`src/rtl/fetch_defs.sv`:
```
// Shared definitions for the instruction-fetch sequencer: FSM state encodings
// and default widths.
package fetch_defs;

  typedef enum logic [1:0] {
    ST_IDLE    = 2'd0,
    ST_FETCH   = 2'd1,
    ST_HOLD    = 2'd2,
    ST_ADVANCE = 2'd3
  } fetch_state_t;

  localparam int DEFAULT_DATA_SIZE      = 16;
  localparam int DEFAULT_ADDR_SIZE      = 16;
  localparam int DEFAULT_TIMEOUT_CYCLES = 255;

endpackage

```
`src/rtl/fetch_timer.sv`:
```
// FETCH-state watchdog: counts enabled cycles and flags the last allowed one.
// The count saturates at the limit, so it never wraps.
module fetch_timer #(
  parameter int TIMEOUT_CYCLES = 255
) (
  input  logic clock,
  input  logic reset,
  input  logic enable,
  input  logic clear,
  output logic expired
);

  localparam int CW = $clog2(TIMEOUT_CYCLES + 1);
  localparam logic [CW-1:0] LAST = CW'(TIMEOUT_CYCLES - 1);

  logic [CW-1:0] count;

  always_ff @(posedge clock) begin
    if (reset || clear) begin
      count <= '0;
    end else if (enable && !expired) begin
      count <= count + CW'(1);
    end
  end

  // Combinational so the FSM leaves FETCH at the end of cycle TIMEOUT_CYCLES.
  assign expired = enable && (count == LAST);

endmodule

```
`src/rtl/fetch_sequencer.sv`:
```
// Instruction-fetch controller: PC -> ROM request/ack -> instruction register ->
// valid/ready to the core -> PC inc/load. Optional fetch watchdog: FETCH_TIMEOUT_EN.
module fetch_sequencer
  import fetch_defs::*;
#(
  parameter int DATA_SIZE      = DEFAULT_DATA_SIZE,
  parameter int ADDR_SIZE      = DEFAULT_ADDR_SIZE,
  parameter int TIMEOUT_CYCLES = DEFAULT_TIMEOUT_CYCLES
) (
  input  logic                 clock,
  input  logic                 reset,
  input  logic [ADDR_SIZE-1:0] pc_value,
  output logic                 pc_load,
  output logic                 pc_inc,
  output logic [ADDR_SIZE-1:0] pc_target,
  output logic                 rom_req,
  output logic [ADDR_SIZE-1:0] rom_addr,
  input  logic                 rom_ack,
  input  logic [DATA_SIZE-1:0] rom_data,
  output logic [DATA_SIZE-1:0] instr_out,
  output logic                 instr_valid,
  input  logic                 instr_ready,
  input  logic                 jump_req,
  input  logic [ADDR_SIZE-1:0] jump_addr,
  output logic                 busy,
`ifdef FETCH_TIMEOUT_EN
  output logic                 fetch_err,
`endif
  output logic [1:0]           state_dbg
);

  // Handshake: an instruction transfers to the core in the cycle where
  // instr_valid and instr_ready are both high; instr_valid stays high and
  // instr_out stays stable until then.

  fetch_state_t state, next_state;
  logic [DATA_SIZE-1:0] instr_q;
  logic                 jump_q;
  logic [ADDR_SIZE-1:0] jump_addr_q;
  logic                 timeout_expired;
  logic                 halted;

`ifdef FETCH_TIMEOUT_EN
  fetch_timer #(
    .TIMEOUT_CYCLES(TIMEOUT_CYCLES)
  ) u_timer (
    .clock  (clock),
    .reset  (reset),
    .enable (state == ST_FETCH),
    .clear  (state != ST_FETCH),
    .expired(timeout_expired)
  );

  // Sticky until reset; a same-cycle ack wins over the timeout.
  always_ff @(posedge clock) begin
    if (reset) begin
      fetch_err <= 1'b0;
    end else if (state == ST_FETCH && timeout_expired && !rom_ack) begin
      fetch_err <= 1'b1;
    end
  end

  assign halted = fetch_err;
`else
  assign timeout_expired = 1'b0;
  assign halted          = 1'b0;
`endif

  always_ff @(posedge clock) begin
    if (reset) begin
      state       <= ST_IDLE;
      instr_q     <= '0;
      jump_q      <= 1'b0;
      jump_addr_q <= '0;
    end else begin
      state <= next_state;
      if (state == ST_FETCH && rom_ack) begin
        instr_q <= rom_data;
      end
      if (state == ST_HOLD && instr_ready) begin
        jump_q      <= jump_req;
        jump_addr_q <= jump_addr;
      end
    end
  end

  always_comb begin
    next_state  = state;
    rom_req     = 1'b0;
    rom_addr    = '0;
    instr_valid = 1'b0;
    pc_load     = 1'b0;
    pc_inc      = 1'b0;
    pc_target   = '0;
    case (state)
      ST_IDLE: begin
        if (!halted) next_state = ST_FETCH;
      end
      ST_FETCH: begin
        rom_req  = 1'b1;
        rom_addr = pc_value;
        if (rom_ack) begin
          next_state = ST_HOLD;
        end else if (timeout_expired) begin
          next_state = ST_IDLE;
        end
      end
      ST_HOLD: begin
        instr_valid = 1'b1;
        if (instr_ready) next_state = ST_ADVANCE;
      end
      ST_ADVANCE: begin
        if (jump_q) begin
          pc_load   = 1'b1;
          pc_target = jump_addr_q;
        end else begin
          pc_inc = 1'b1;
        end
        next_state = ST_FETCH;
      end
      default: next_state = ST_IDLE;
    endcase
  end

  assign instr_out = instr_q;
  assign busy      = (state != ST_IDLE);
  assign state_dbg = state;

endmodule

```
`config.mk`:
```
export PLATFORM = sky130hd
export DESIGN_NAME = fetch_sequencer
export DESIGN_NICKNAME = d
export VERILOG_FILES = /design/src/rtl/fetch_defs.sv /design/src/rtl/fetch_timer.sv /design/src/rtl/fetch_sequencer.sv
export SDC_FILE = /design/constraint.sdc
export NUM_CORES = 1
export LEC_CHECK = 0
export CORE_MARGIN = 2
export CORE_UTILIZATION = 32
export CTS_CLUSTER_DIAMETER = 200
export DETAILED_ROUTE_END_ITERATION = 6
export PLACE_DENSITY = 0.76
export SYNTH_ARGS = -nofsm -noshare
export SYNTH_HDL_FRONTEND = slang
export SYNTH_SLANG_ARGS = --single-unit
```
`constraint.sdc`:
```
create_clock -name clock -period 1.5 [get_ports clock]
set_clock_uncertainty 0.15 [all_clocks]
set_input_delay 0.3 -clock clock [delete_from_list [all_inputs] [get_ports clock]]
set_output_delay 0.3 -clock clock [all_outputs]
set_load 0.05 [all_outputs]
```
==> results_dict.tcl, run 1 <==
set metrics [dict create \
    status "complete, but fails checks" \
    violations "negative setup slack" \
    drv_slew 0 \
    sw_frac_of_total_pct 39.83 \
    seq_area_um2 708.2 \
    ys_warn_count 0 \
    overflow 0 \
    setup_violations 57 \
    fin_area_um2 3958 \
    p_int_mw 3.632 \
    routed_wl_um 5861 \
    cellLeakagePower_nw 1.538 \
    vias 1830 \
    yosysMostFrequentCell "nand2_1" \
    place_congestion 0.7028 \
    ant_nets 0 \
    synth-main-ff-cell "dfxtp_1" \
    synthToLayoutAreaGrowth_pct 143.7 \
    hp-start "jump_addr_q[3]$_SDFFE_PP0P_" \
    ys_types 21 \
    cp.required_ns 1.05 \
    cp-end-kind "primary output" \
    maxSlewHeadroom_pct 80.28 \
    portBuffers 107 \
    core-area_um2 4817 \
    fin_ws_ns -0.2776 \
    clock_latency_ns 0.28 \
    hpwl_um 3920 \
    p_switching_mw 2.404 \
    fp.dieH_um 75.24 \
    syn-mean-instance-area_um2 8.000 \
    path_class "reg2out" \
    powerDensity_nw_per_um2 1525 \
    rows 25 \
    comb_power_share_pct 65.7 \
    place_area_um2 3523 \
    r2r_end "state_dbg[0]$_SDFFE_PP0P_" \
    fin_util_pct 82.16 \
    async_flop_share_pct 0 \
    holdWs_ns 0.3089 \
    die-area_um2 5661 \
    cts_root_buffer "clkbuf_8" \
    hold_end "jump_addr_q[3]$_SDFFE_PP0P_" \
    seq_area_frac_synth_pct 43.14 \
    cts.clk_slew.worst_paths_ns 0.08 \
    cts_tree "yes" \
    r2r_start "state_dbg[1]$_SDFFE_PP0P_" \
    clock_path_buffers 2 \
    synth_edf_count 0 \
    cp_cell_sequence "inv_4, ha_4, buf_6, and2_4, buf_12" \
    start_kind "register" \
    hold_class "reg2reg" \
    ys_ff_latch 35 \
    arrival_ns 1.33 \
    place_ws_ns -0.1456 \
    drt_iter0_markers 49 \
    grt_pass1_wl_um 9315 \
    r2r_slack_ns -0.19 \
    vias_per_cell 4.586 \
    initial_core_util_pct 33.71 \
    syn_inst 203 \
    rsz0062_at_grt "true" \
    antennaDiodeCount 0 \
    max_freq_ghz 0.5626 \
    drt_pre_antenna_iters 3 \
    track_usage_pct 21.57 \
    slowest_stage "dfxtp_4" \
    slowest_delay_ns 0.37 \
    synth_top_cell_area_share_pct 43.14 \
    grt_pass1_vias 1940 \
    drive_gt1_share_pct 48.19 \
    crit_start "state_dbg[1]$_SDFFE_PP0P_" \
    multi_input_area_um2 1055 \
    holdBufCountCts 0 \
    pin_count 108 \
    syn_nets 262 \
    htreeDepth 2 \
    pwr-share-seq_pct 20.2 \
    tns_ns -11.78 \
    synth_top_area_cell "dfxtp_1" \
    antenna_found_initial 0 \
    min_path_cells 2 \
    grt_max_degree 25 \
    nFillCells 294 \
    maxCapViolations 0 \
    min_period_ns 1.778 \
    synth_area_um2 1624 \
    cp_max_fo 8 \
    wl_per_cell_um 14.69 \
    vdd_drop_max_mv 1.065 \
    drc 0 \
    p_clk_share_pct 14.0 \
    r2r_cells 7 \
    cts_buffers 5 \
    max_slew.worst_pin.slew_ns 0.2949 \
    yosys-top-cells-count "65 x nand2_1, 35 x dfxtp_1, 23 x a21oi_1, 16 x and3_1, 13 x and2_1" \
    yosys-top-cells-area "dfxtp_1 43%, nand2_1 15%, a21oi_1 7.1%" \
    hold_viol 0 \
    cts_sinks 35 \
    fin_crit_sh_pct 118.5 \
    die_x_um 75.24 \
    final_nets 390 \
]
==> how the worst max path moves through the flow <==
stage                                endpoint  slack (ns)  cells after the start
floorplan                              pc_inc       -0.09                      3
global placement    state_dbg[0]$_SDFFE_PP0P_       -0.11                      4
detailed placement  state_dbg[0]$_SDFFE_PP0P_       -0.15                      4
CTS                              pc_target[9]       -0.28                      4
global route                     rom_addr[14]       -0.33                      5
finish                           rom_addr[14]       -0.28                      5
==> final cells by class <==
class                   count  share of cell area [%]
clock buffers               5                   1.739
clock inverters             3                   1.107
inverters                   5                  0.6955
multi-input cells         150                   26.65
flip-flops and latches     35                   17.89
well taps                  67                   2.118
repair buffers            134                   49.79
==> cell families (layout without fill, tap and decap cells) <==
kind of cell | after synthesis | in the layout | synth area share, %
AND/OR/NAND/NOR | 108 | 108 | 31.74
AO/OA/AOI/OAI | 34 | 34 | 12.94
multiplexers | 2 | 2 | 1.310
buffers and inverters | 18 | 147 | 6.241
flip-flops | 35 | 35 | 43.14
adder cells (fa/ha/maj) | 6 | 6 | 4.622
==> flip-flops by register name, summed over array words and instances (netlist names) <==
signal	flops
instr_out	16
jump_q	1
jump_addr_q	16
state_dbg	2
==> layer usage <==
layer | global-route usage [%] | share of wire (%) | vias up
met1 | 24.22 | 38 | 852
met4 | 4.873 | 1.9 | 0
met5 | 0 | 0 | -
met3 | 5.890 | 5.3 | 11
met2 | 40.45 | 55 | 56
li1 | - | - | 911
==> metrics by stage <==
step                      cells  power (mW)
after global routing        399       6.312
after global placement      372       4.478
final                       399       6.036
after detailed placement    372       4.536
after CTS                   397       5.983
after floorplan             203       3.069
==> timing repair <==
| action | in CTS | in global routing |
|---|---|---|
| gates cloned | 1 | 1 |
| hold endpoints to repair | 0 | 0 |
| pin swaps | 13 | 3 |
| endpoints found under the setup margin | 38 | 59 |
| buffers inserted | 17 | 3 |
| resized for setup | 32 | 5 |
==> power groups by stage <==
stage | clock, mW | combinational (mW) | sequential (mW)
detailed placement | 0 | 3.27 | 1.26
CTS | 0.864 | 3.90 | 1.22
floorplan | 0 | 1.56 | 1.51
global route | 0.920 | 4.15 | 1.24
global placement | 0 | 3.23 | 1.25
finish | 0.848 | 3.97 | 1.22
==> cells in the final DEF (no fill, tap or decap), types with 2 or more instances in the layout <==
cell type	instances
dfxtp_4	2
clkdlybuf4s50_1	52
nand2_4	2
a21oi_2	11
nand2_2	9
buf_6	7
dfxtp_1	33
and2_4	19
buf_4	11
nand2b_1	2
clkbuf_8	5
inv_1	2
ha_4	5
nand2_1	57
buf_12	61
and3_4	16
nor2_1	2
a21oi_1	22
inv_4	2
==> worst max-delay path: cells and delay by family (launching register included) <==
kind,cells,cell delay (ns)
adder cells (fa/ha/maj),1,0.18
AND/OR/NAND/NOR,1,0.15
buffers and inverters,3,0.35
flip-flops,1,0.37
(Power assumes the default switching activity.)
==> run 2, diff against run 1 <==
--- a/constraint.sdc
+++ b/constraint.sdc
@@ -3,3 +3,3 @@
 set_input_delay 0.3 -clock clock [delete_from_list [all_inputs] [get_ports clock]]
 set_output_delay 0.3 -clock clock [all_outputs]
-set_load 0.05 [all_outputs]
+set_load 0.005 [all_outputs]
==> run 2 against run 1 <==
The flow still finishes with violations (negative setup slack). Non-clock buffer count grew 8. Final cell count up 2.3%. Clock-buffer cell count increased by 1. Die area did not move. Hold slack got worse by 0.0097 ns. Critical path type unchanged. Largest power group unchanged.
==> results_dict.tcl, run 2 (synthesized netlist as in run 1, its figures left out) <==
set metrics [dict create \
    fin_ws_ns -0.3261 \
    cellLeakagePower_nw 1.479 \
    final_nets 399 \
    overflow 0 \
    pin_count 108 \
    rows 25 \
    drive_gt1_share_pct 50.15 \
    initial_core_util_pct 33.71 \
    setup_violations 56 \
    sw_frac_of_total_pct 33.93 \
    die_x_um 75.24 \
    ant_nets 0 \
    grt_max_degree 17 \
    die-area_um2 5661 \
    fin_crit_sh_pct 121.7 \
    drv_slew 0 \
    max_slew.worst_pin.slew_ns 0.2563 \
    p_switching_mw 1.504 \
    track_usage_pct 22.14 \
    antennaDiodeCount 0 \
    drt_pre_antenna_iters 4 \
    powerDensity_nw_per_um2 1258 \
    nFillCells 366 \
    vias 1922 \
    clock_latency_ns 0.29 \
    fp.dieH_um 75.24 \
    clock_path_buffers 2 \
    cts_tree "yes" \
    place_ws_ns -0.3590 \
    grt_pass1_vias 1884 \
    max_freq_ghz 0.5476 \
    maxSlewHeadroom_pct 82.91 \
    start_kind "register" \
    slowest_delay_ns 0.38 \
    cp_cell_sequence "inv_4, ha_4, buf_12, buf_6, and2_4, buf_6" \
    arrival_ns 1.38 \
    cp-end-kind "primary output" \
    min_period_ns 1.826 \
    cts_root_buffer "clkbuf_8" \
    drc 0 \
    status "complete, but fails checks" \
    place_congestion 0.7761 \
    core-area_um2 4817 \
    path_class "reg2out" \
    slowest_stage "dfxtp_4" \
    grt_pass1_wl_um 9425 \
    violations "negative setup slack" \
    routed_wl_um 6420 \
    cp_max_fo 8 \
    rsz0062_at_grt "true" \
    antenna_found_initial 0 \
    final_cell_mix "52 x clkdlybuf4s50_1, 44 x nand2_1, 38 x buf_6, 30 x dfxtp_1, 22 x nand2_2" \
    p_int_mw 2.929 \
    synthToLayoutAreaGrowth_pct 116.9 \
    htreeDepth 2 \
    p_clk_share_pct 15.2 \
    pwr-share-seq_pct 26.6 \
    hold_viol 0 \
    vdd_drop_max_mv 0.6993 \
    path_common_cell "buf_6" \
    seq_area_um2 711.9 \
    cts.clk_slew.worst_paths_ns 0.08 \
    cp.required_ns 1.05 \
    vias_per_cell 4.711 \
    portBuffers 107 \
    drt_iter0_markers 35 \
    cts_buffers 5 \
    hold_class "reg2reg" \
    maxCapViolations 0 \
    multi_input_area_um2 1130 \
    cts_sinks 35 \
    final_common_cell "clkdlybuf4s50_1" \
    hpwl_um 3810 \
    comb_power_share_pct 58.2 \
    wl_per_cell_um 15.74 \
    fin_util_pct 73.14 \
]
==> run 2: power by group through the flow <==
stage | combinational, mW | clock, mW | sequential, mW
6_report | 2.58 | 0.675 | 1.18
4_1_cts | 2.42 | 0.699 | 1.17
2_1_floorplan | 0.679 | 0 | 1.17
5_1_grt | 2.74 | 0.733 | 1.20
3_3_place_gp | 1.75 | 0 | 1.15
3_5_place_dp | 1.80 | 0 | 1.16
==> run 2: per-stage QoR <==
stage | cells | cell area (µm²) | power [mW] | TNS, ns | hold WS [ns]
finish | 408 | 3523 | 4.434 | -11.66 | 0.2992
global route | 408 | 3523 | 4.673 | -13.67 | 0.3246
CTS | 408 | 3374 | 4.291 | -11.36 | 0.3057
detailed placement | 389 | 2957 | 2.954 | -14.67 | 0.2926
global placement | 389 | 2957 | 2.903 | -13.03 | 0.2873
floorplan | 203 | 1634 | 1.849 | 0 | 0.2769
==> run 2: repair_timing <==
item,CTS,global route
setup endpoints to repair,74,74
pin swaps,25,13
hold buffers,0,0
buffers inserted,6,2
cloned,5,2
resized for setup,259,43
==> run 2: worst paths after layout <==
kind	start	end	slack (ns)	depth (start not counted)
setup / recovery	state_dbg[1]$_SDFFE_PP0P_	rom_addr[2]	-0.33	6
hold / removal	instr_out[10]$_SDFFE_PP0P_	instr_out[10]$_SDFFE_PP0P_	0.30	2
hold reg to reg	instr_out[10]$_SDFFE_PP0P_	instr_out[10]$_SDFFE_PP0P_	0.30	2
setup reg to reg	state_dbg[1]$_SDFFE_PP0P_	state_dbg[0]$_SDFFE_PP0P_	-0.23	6
==> run 2: cell type report <==
cell class	count	share of cell area, %
Clock buffer	6	2.060
Inverter	5	0.7457
Tap cell	67	2.379
Timing Repair Buffer	142	42.19
Clock inverter	2	0.3551
Sequential cell	35	20.21
Multi-Input combinational cell	151	32.07
==> run 2: worst max-delay path: cells and delay by family, from the launching register on <==
| family | cells | cell delay, ns |
|---|---|---|
| fa+ha+maj | 1 | 0.18 |
| flops | 1 | 0.38 |
| simple gates | 1 | 0.13 |
| buf+inv | 4 | 0.41 |
==> run 2: layer usage <==
| layer | wire (µm) | vias up | global-route usage, % |
|---|---|---|---|
| met5 | 0 | - | 0 |
| met4 | 138 | 0 | 6.628 |
| met3 | 357 | 15 | 6.827 |
| met2 | 3390 | 65 | 39.67 |
| met1 | 2534 | 914 | 25.27 |
| li1 | - | 928 | - |
==> RTL edit (settings of run 1) <==
The option `FETCH_TIMEOUT_EN` is turned on by a define.
--- a/src/rtl/fetch_sequencer.sv
+++ b/src/rtl/fetch_sequencer.sv
@@ -1,5 +1,7 @@
 // Instruction-fetch controller: PC -> ROM request/ack -> instruction register ->
 // valid/ready to the core -> PC inc/load. Optional fetch watchdog: FETCH_TIMEOUT_EN.
+`define FETCH_TIMEOUT_EN
+
 module fetch_sequencer
   import fetch_defs::*;
 #(
Formal check against the unedited RTL (old outputs only; new: fetch_err): no difference found for any inputs over 10 cycles, from zero or initial values and one cycle with reset high; that may be too few to reach the edited logic, so the function may still have changed.
==> RTL edit against run 1 <==
  * The run still ends with negative setup slack left
  * Design area is 18% higher
  * Register-to-register slack is essentially flat
  * Critical path depth did not move
  * Via count grew 23%
  * Synthesized area up 21%
  * Synthesized cell count increased by 23%
  * Setup slack better by 14 ps
  * Wire length grew 15%
  * Count of clock-buffer cells in the layout did not move
  * Sequential cell count grew 9
  * Critical endpoint is now rom_addr[15]
Power is not compared: it rests on default switching activity, and its combinational part moved more than twofold at a synthesized area within 25%.
==> RTL edit: results (changes against run 1) <==
Clocking
  • H-tree lvl count: 2 (unchanged)
  • Clk_lat worst skew: 280 ps (about the same)
  • Clk pin slew, worst setup/hold paths: 80 ps (about the same)
  • Clock root buffer: clkbuf_8 (unchanged)
  • Maximum root-to-sink buffer count: 2 (unchanged)
  • Total CTS buffers: 5 (unchanged)

Setup path
  • Max stage delay on crit path: between 300 and 400 ps
  • Delay-heaviest family, CP: flip-flops (unchanged)
  • Critical Path AT: 1310 ps (was 1330 ps)
  • Slowest cell on the critical path: dfxtp_4 (unchanged)
  • CP max FO: 7 (was 8)

Logic synthesis
  • Synth cell count leaders: 69 x nand2_1, 44 x dfxtp_1, 35 x a21oi_1 (was 65 x nand2_1, 35 x dfxtp_1, 23 x a21oi_1)
  • Mean Syn Cell Area: 7.91 um^2 (was 8.00 um^2)
  • Ys async rst share: 0% (unchanged)
  • Mapped Nets: 308 (was 262)
  • Register area share after synthesis: 44.7% (was 43.1%)
  • Top cells by area, synth: dfxtp_1 45%, nand2_1 13%, a21oi_1 8.9%, and2_1 5.7%, and3_1 5.4% (was dfxtp_1 43%, nand2_1 15%, a21oi_1 7.1%, and3_1 6.2%, a21oi_2 5.4%)
  • YS warnings: 0 (unchanged)
  • Synth unique cells: 32 (was 21)

Drt
  • Number of DRC markers in iteration 0: 53 (was 49)
  • Routed wire per std cell: 14.4 um (was 14.7 um)
  • WL final: 6730 um (was 5860 um)
  • Via count: 2245 (was 1830)
  • DR pass1 iterations: 4 (was 3)

GRT
  • All-Layer GR Usage: 18.7% (was 21.6%)
  • First-pass GRT wire length: 9760 um (was 9320 um)
  • Vias in the first global route: 2089 (was 1940)
  • Initial antenna violation count: 0 (unchanged)
  • Largest net degree at the start of global routing: 19 (was 25)

Cells and area
  • Antenna diode count: 0 (unchanged)
  • Layout cells sized above 1: 49.6% (was 48.2%)
  • Fin nets: 452 (was 390)
  • Fill cell count: 360 (was 294)

STA
  • Final Setup Violations: 81 (was 57)
  • Final WS setup: -264 ps (was -278 ps)
  • Worst slew pin tran: 516 ps (was 295 ps)

Pwr
  • P_leak: roughly 1.9 nW
  • Peak VDD IR: 0.573 mV

Placement
  • Post-DP HPWL: 4410 um (was 3920 um)
  • Placed Instances: 439 (was 372)
  • PortBufs: 108 (was 107)
  • Post-Place Worst Slack: -143 ps (was -146 ps)
  • Routability Congestion: 0.790 (was 0.703)

Hold path
  • Worst Hold Class: reg2reg (unchanged)

Outcome
  • Violated checks: negative setup slack (unchanged)
  • Status: complete, but fails checks (unchanged)
RTL edit: cell count changes after synthesis, sizes merged, moves of 2 or more:
cell    change
nand3       +4
inv         +2
a31oi       +4
a211oi      +2
nor2        +6
nand4       +3
a21oi       +2
mux2i       +2
o21bai      +2
dfxtp       +9
RTL edit: layout make-up:
type	count	share of cell area (%)
inverter	7	0.805
multi-input combinational	184	29.8
timing repair buffer	151	46.6
clock inverter	2	0.241
clock buffer	5	1.48
sequential	44	19.1
tap	75	2.01
RTL edit: path summary, 6_finish.rpt:
kind | start | endpoint | slack, ps | cells past startpoint
worst max register to register | state_dbg[1] | u_timer.count[5] | -190 | 9
worst max-delay path | state_dbg[1] | rom_addr[15] | -260 | 5
worst min register to register | jump_addr_q[8] | jump_addr_q[8] | 310 | 2
worst min-delay path | jump_addr_q[8] | jump_addr_q[8] | 310 | 2
RTL edit: cell families (layout without fill, tap and decap cells):
group                    Yosys count  count (layout)  share of synthesized area (%)
flip-flops                        44              44                           44.7
adder cells (fa/ha/maj)            6               6                           3.81
buffers and inverters             21             165                           4.63
AND/OR/NAND/NOR                  128             128                           31.7
XOR/XNOR                           1               1                          0.445
multiplexers                       3               3                           1.52
AO/OA/AOI/OAI                     46              46                           13.2
RTL edit: where the power goes:
group / total [W] / switching, W / internal [W]
clock: 0.000701 / 0.000384 / 0.000317
sequential: 0.00123 / 0.0000356 / 0.00120
combinational: 0.00104 / 0.000473 / 0.000572
RTL edit: metal layers:
metal | vias up | track usage [%] | wire length, um
met5 | - | 0 | 0
met4 | 0 | 5.83 | 67
met3 | 6 | 5.00 | 483
li1 | 1114 | - | -
met1 | 1047 | 19.8 | 2510
met2 | 78 | 35.5 | 3660
RTL edit: timing repair:
action                                  CTS  global route
cloned                                    4             0
pin swaps                                21            30
hold buffers                              0             0
resized for setup                        34            60
buffers inserted                         10             9
endpoints found under the setup margin   46            81
RTL edit: per-stage QoR:
step                      total power [W]  instance area (um^2)  TNS [ps]
after detailed placement          0.00212                  4000     -2500
final                             0.00298                  4660    -13800
after floorplan                   0.00164                  2150     -6230
after global routing              0.00311                  4660    -18090
after global placement            0.00211                  4000     -1490
after CTS                         0.00294                  4390    -13010
RTL edit: worst min-delay path: cells and delay by family, from the launching register on:
family,cells,cell delay (ps)
AND/OR/NAND/NOR,1,50
flip-flops,1,310
AO/OA/AOI/OAI,1,50
